### src/rtl/cmp_arbiter.sv
// Two-requester round-robin arbiter in front of a single-cycle SLT/SLTU comparator.
// One request in flight at a time: IDLE (grant) -> CMP (evaluate) -> RESP (hold until taken).
module cmp_arbiter #(
    parameter int WIDTH = 64
) (
    input  logic             clk,
    input  logic             rst,

    input  logic             req0_valid,
    output logic             req0_ready,
    input  logic [WIDTH-1:0] req0_A,
    input  logic [WIDTH-1:0] req0_B,
    input  logic             req0_signed,

    input  logic             req1_valid,
    output logic             req1_ready,
    input  logic [WIDTH-1:0] req1_A,
    input  logic [WIDTH-1:0] req1_B,
    input  logic             req1_signed,

    output logic             rsp_valid,
    input  logic             rsp_ready,
    output logic             rsp_id,
    output logic             rsp_Result
);

    typedef enum logic [1:0] {
        IDLE = 2'd0,
        CMP  = 2'd1,
        RESP = 2'd2
    } state_t;

    state_t             r_state;
    state_t             w_state_nxt;

    logic               r_last_grant;
    logic [WIDTH-1:0]   r_a;
    logic [WIDTH-1:0]   r_b;
    logic               r_signed;
    logic               r_id;
    logic               r_rsp_id;
    logic               r_rsp_result;

    logic               w_any_valid;
    logic               w_grant1;
    logic               w_take;
    logic               w_lt;
    logic [WIDTH-1:0]   w_sel_a;
    logic [WIDTH-1:0]   w_sel_b;
    logic               w_sel_signed;

    // Contested cycles go to the requester not served last; a lone requester always wins.
    always_comb begin
        w_any_valid = req0_valid | req1_valid;
        if (req0_valid && req1_valid) begin
            w_grant1 = ~r_last_grant;
        end else begin
            w_grant1 = req1_valid;
        end
        w_sel_a      = w_grant1 ? req1_A      : req0_A;
        w_sel_b      = w_grant1 ? req1_B      : req0_B;
        w_sel_signed = w_grant1 ? req1_signed : req0_signed;
    end

    always_comb begin
        w_state_nxt = r_state;
        req0_ready  = 1'b0;
        req1_ready  = 1'b0;
        rsp_valid   = 1'b0;
        w_take      = 1'b0;
        case (r_state)
            IDLE: begin
                if (!rst && w_any_valid) begin
                    req0_ready  = ~w_grant1;
                    req1_ready  = w_grant1;
                    w_take      = 1'b1;
                    w_state_nxt = CMP;
                end
            end
            CMP: begin
                w_state_nxt = RESP;
            end
            RESP: begin
                rsp_valid = 1'b1;
                if (rsp_ready) begin
                    w_state_nxt = IDLE;
                end
            end
            default: begin
                w_state_nxt = IDLE;
            end
        endcase
    end

    always_comb begin
        if (r_signed) begin
            w_lt = $signed(r_a) < $signed(r_b);
        end else begin
            w_lt = r_a < r_b;
        end
    end

    always_ff @(posedge clk) begin
        if (rst) begin
            r_state      <= IDLE;
            r_last_grant <= 1'b1;
            r_a          <= '0;
            r_b          <= '0;
            r_signed     <= 1'b0;
            r_id         <= 1'b0;
            r_rsp_id     <= 1'b0;
            r_rsp_result <= 1'b0;
        end else begin
            r_state <= w_state_nxt;
            if (w_take) begin
                r_a          <= w_sel_a;
                r_b          <= w_sel_b;
                r_signed     <= w_sel_signed;
                r_id         <= w_grant1;
                r_last_grant <= w_grant1;
            end
            if (r_state == CMP) begin
                r_rsp_result <= w_lt;
                r_rsp_id     <= r_id;
            end
        end
    end

    assign rsp_id     = r_rsp_id;
    assign rsp_Result = r_rsp_result;

endmodule

### config.mk
export PLATFORM = sky130hd
export DESIGN_NAME = cmp_arbiter
export DESIGN_NICKNAME = d
export VERILOG_FILES = /design/src/rtl/cmp_arbiter.sv
export SDC_FILE = /design/constraint.sdc
export NUM_CORES = 1
export LEC_CHECK = 0
export ABC_CLOCK_PERIOD_IN_PS = 3850
export CORE_ASPECT_RATIO = 0.75
export CORE_UTILIZATION = 40
export CTS_BUF_LIST = sky130_fd_sc_hd__clkbuf_8
export CTS_CLUSTER_SIZE = 12
export DETAILED_ROUTE_END_ITERATION = 16
export PLACE_DENSITY = 0.84
export RECOVER_POWER = 100
export SYNTH_ARGS = -nofsm -noshare
export SYNTH_HDL_FRONTEND = slang
export SYNTH_SLANG_ARGS = --single-unit
### constraint.sdc
create_clock -name clk -period 3.85 [get_ports clk]
set_input_delay 0.9625 -clock clk [delete_from_list [all_inputs] [get_ports clk]]
set_output_delay 0.9625 -clock clk [all_outputs]
set_load 0.05 [all_outputs]
==> metrics.md <==
| Metric | Value |
|---|---|
| Cts repair resizes | 0 |
| Die W | 165 microns |
| Total vias in the final route | 6639 |
| Maxcap violations | 1 |
| I/O Buffers | 267 |
| Setup Crit Path Kind | in -> out |
| Post-Route WL | 19800 microns |
| CTS max path bufs | 2 |
| Gr ovfl total | 0 |
| Synth area leader | dfxtp_1 |
| CTS Buf Count | 17 |
| Outcome | finished with violations |
| Detailed Routing Iterations Pass 1 | 4 |
| Setup Skew | 11.5 ps |
| Post-synth EDFFs | 0 |
| Post-Syn Nets | 1159 |
| Ys async rst share | 0 |
| Register area share after synthesis | 0.339 |
| Gr usage total | 0.195 |
| Rows | 44 |
| Final Hold Viols | 0 |
| Setup bufs post-CTS | 0 |
| Clk_lat worst skew | 440 ps |
| Maximum VDD drop | 0.199 mV |
| CP Data Arrival Time | 2640 ps |
| Fin util | 0.563 |
| Die ar. | 20500 sq um |
| First-pass GRT wire length | 31300 microns |
| Number of global-route vias before repair | 6561 |
| Ys flop type | dfxtp_1 |
| I/O pins | 268 |
| Hold crit path type | reg -> reg |
| RSZ-0062 raised after global routing | false |
| Tightest Pin Transition | 2060 ps |
| Placed cell area | 10800 sq um |
| Post-Syn Instances | 833 |
| Placer Congestion | 0.740 |
| Area contributors post-synth | dfxtp_1 34%, mux2i_1 16%, a211oi_2 13%, ha_1 9.9%, nor2_1 6.5% |
| Hold Path Stages | 2 |
| Worst Setup SP | req0_valid |
| Distinct cell type count after synthesis | 47 |
| Pleak | 4.18 nW |
| Nets@finish | 1394 |
| Final HPWL DP | 15200 microns |
| Initial core utilization | 0.410 |
| Worst slew margin | -0.372 |
| Setup WS pre-CTS | 368 ps |
| # diodes | 0 |
| DRC | 0 |
| Maximum number of pins on one net before global-route repair | 207 |
| Tot Pwr | 4.04 mW |
| Final Cycle Share | 0.936 |
| Design Area, Final | 10900 sq um |
| Die Y-Extent | 124 microns |
| Startpoint type of the worst setup path | input pin |
| YS warnings | 0 |
| Initial antenna violation count | 0 |
| Mapped Area | 7970 sq um |
| Power per cell area | 369 nW/um^2 |
| Yosys top cell area share | 0.339 |
| Critical path endpoint category | output pin |
| FF-to-FF Start | r_state[1] |
| Min-delay src | r_b[5] |
| CTS clock-pin slew for the worst setup and hold paths | 70 ps |
| Clk sinks | 135 |
| Fmax | 277 MHz |
| Wire per inst | 14.9 microns |
| H-Tree Depth | 4 |
| Failing checks | capacitance limit, slew limit |
| Worst hold endpoint | r_b[5] |
| R2R cell count | 5 |
| Reg-to-Reg End | r_b[50] |
| Fin Setup TNS | 0 ps |
| Avg Synthesized Cell Area | 9.56 sq um |
| Endpoints failing setup | 0 |
| FF-to-FF setup slack | 1170 ps |
| Critical path fanouts, max | 4 |
| Vias per inst | 4.98 |
| Fin worst setup slack | 246 ps |
| Drt initial violations | 309 |
| Area grow syn2layout | 37.2% |
| Hold bufs inserted after CTS | 0 |
| Core area | 19400 sq um |
| Slew Limit Fails | 82 |
| Antenna-violating nets left | 0 |
| Fin crit period | 3600 ps |
| Layout cells sized above 1 | 0.0861 |
| #FFs+latches synth | 135 |
| Critical Path RT | 2890 ps |
| CTS root buffer | clkbuf_8 |
| CTS tree | built |
==> critical path, stage by stage <==
cell	delay, ps
dlygate4sd3_1	610
nor2_1	70
or4_4	450
clkinvlp_2	140
and2_1	250
buf_12	170
==> layout by cell type, fill, tap and decap left out, drive strengths merged, types with 2 or more instances in the layout <==
| master | n |
|---|---|
| nor2b | 2 |
| ha | 63 |
| a221oi | 3 |
| nand2 | 21 |
| a21oi | 30 |
| buf | 6 |
| o21ai | 11 |
| nor2 | 139 |
| nor4 | 2 |
| clkinv | 5 |
| bufinv | 3 |
| inv | 68 |
| nand2b | 3 |
| dfxtp | 135 |
| nand4 | 11 |
| clkdlybuf4s50 | 260 |
| nor3 | 5 |
| dlygate4sd3 | 4 |
| a211oi | 129 |
| clkinvlp | 2 |
| a2bb2oi | 2 |
| mux2i | 130 |
| clkbuf | 23 |
| a21o | 2 |
| nand3 | 4 |
==> kinds of logic after synthesis <==
group                    after synthesis  synth area share
AO/OA/AOI/OAI                        188             0.217
adder cells (fa/ha/maj)               63            0.0989
buffers and inverters                124            0.0702
flip-flops                           135             0.339
multiplexers                         130             0.163
AND/OR/NAND/NOR                      193             0.111
==> synth_stat cells (all sizes together), types with 2 or more instances <==
master / n
a211oi: 129
a21o: 2
a21oi: 30
a221oi: 3
a2bb2oi: 2
buf: 41
clkbuf: 17
dfxtp: 135
ha: 63
inv: 66
mux2i: 130
nand2: 21
nand2b: 3
nand3: 4
nand4: 11
nor2: 139
nor2b: 2
nor3: 5
nor4: 2
o21ai: 11
==> worst max-delay path by stage <==
| stage | endpoint | slack [ps] | cells after the start |
|---|---|---|---|
| floorplan | req0_ready | 580 | 3 |
| global route | req1_ready | 190 | 6 |
| detailed placement | req1_ready | 370 | 6 |
| finish | req1_ready | 250 | 6 |
| CTS | req1_ready | 360 | 6 |
| global placement | req1_ready | 390 | 6 |
==> final cells by class <==
type	instances	area (sq um)
tap	253	317
timing repair buffer	274	2750
clock buffer	19	262
inverter	66	249
sequential	135	2700
clock inverter	12	151
fill	1702	8500
multi-input combinational	574	4500
==> where the power goes <==
part | internal [mW] | total (mW) | switching, mW
registers | 1.54 | 1.61 | 0.0760
logic | 0.616 | 1.19 | 0.576
clock network | 0.672 | 1.23 | 0.563
==> flip-flops by register name (all words and copies together), names as in the netlist <==
name	cells
r_a	64
r_b	64
r_state	2
r_id	1
r_last_grant	1
r_signed	1
rsp_Result	1
rsp_id	1
==> through the flow <==
step,hold slack (ps),cells
6_report,502,1333
5_1_grt,521,1333
4_1_cts,505,1333
3_5_place_dp,494,1302
3_3_place_gp,483,1302
2_1_floorplan,436,833
==> per-layer routing <==
metal / track usage / wire [microns] / up-vias
met5: 0 / 0 / -
met4: 0.0599 / 353 / 0
met3: 0.0525 / 1420 / 27
met2: 0.332 / 9220 / 202
met1: 0.236 / 8840 / 2940
li1: - / - / 3470
Power figures use the tool's default switching activity.
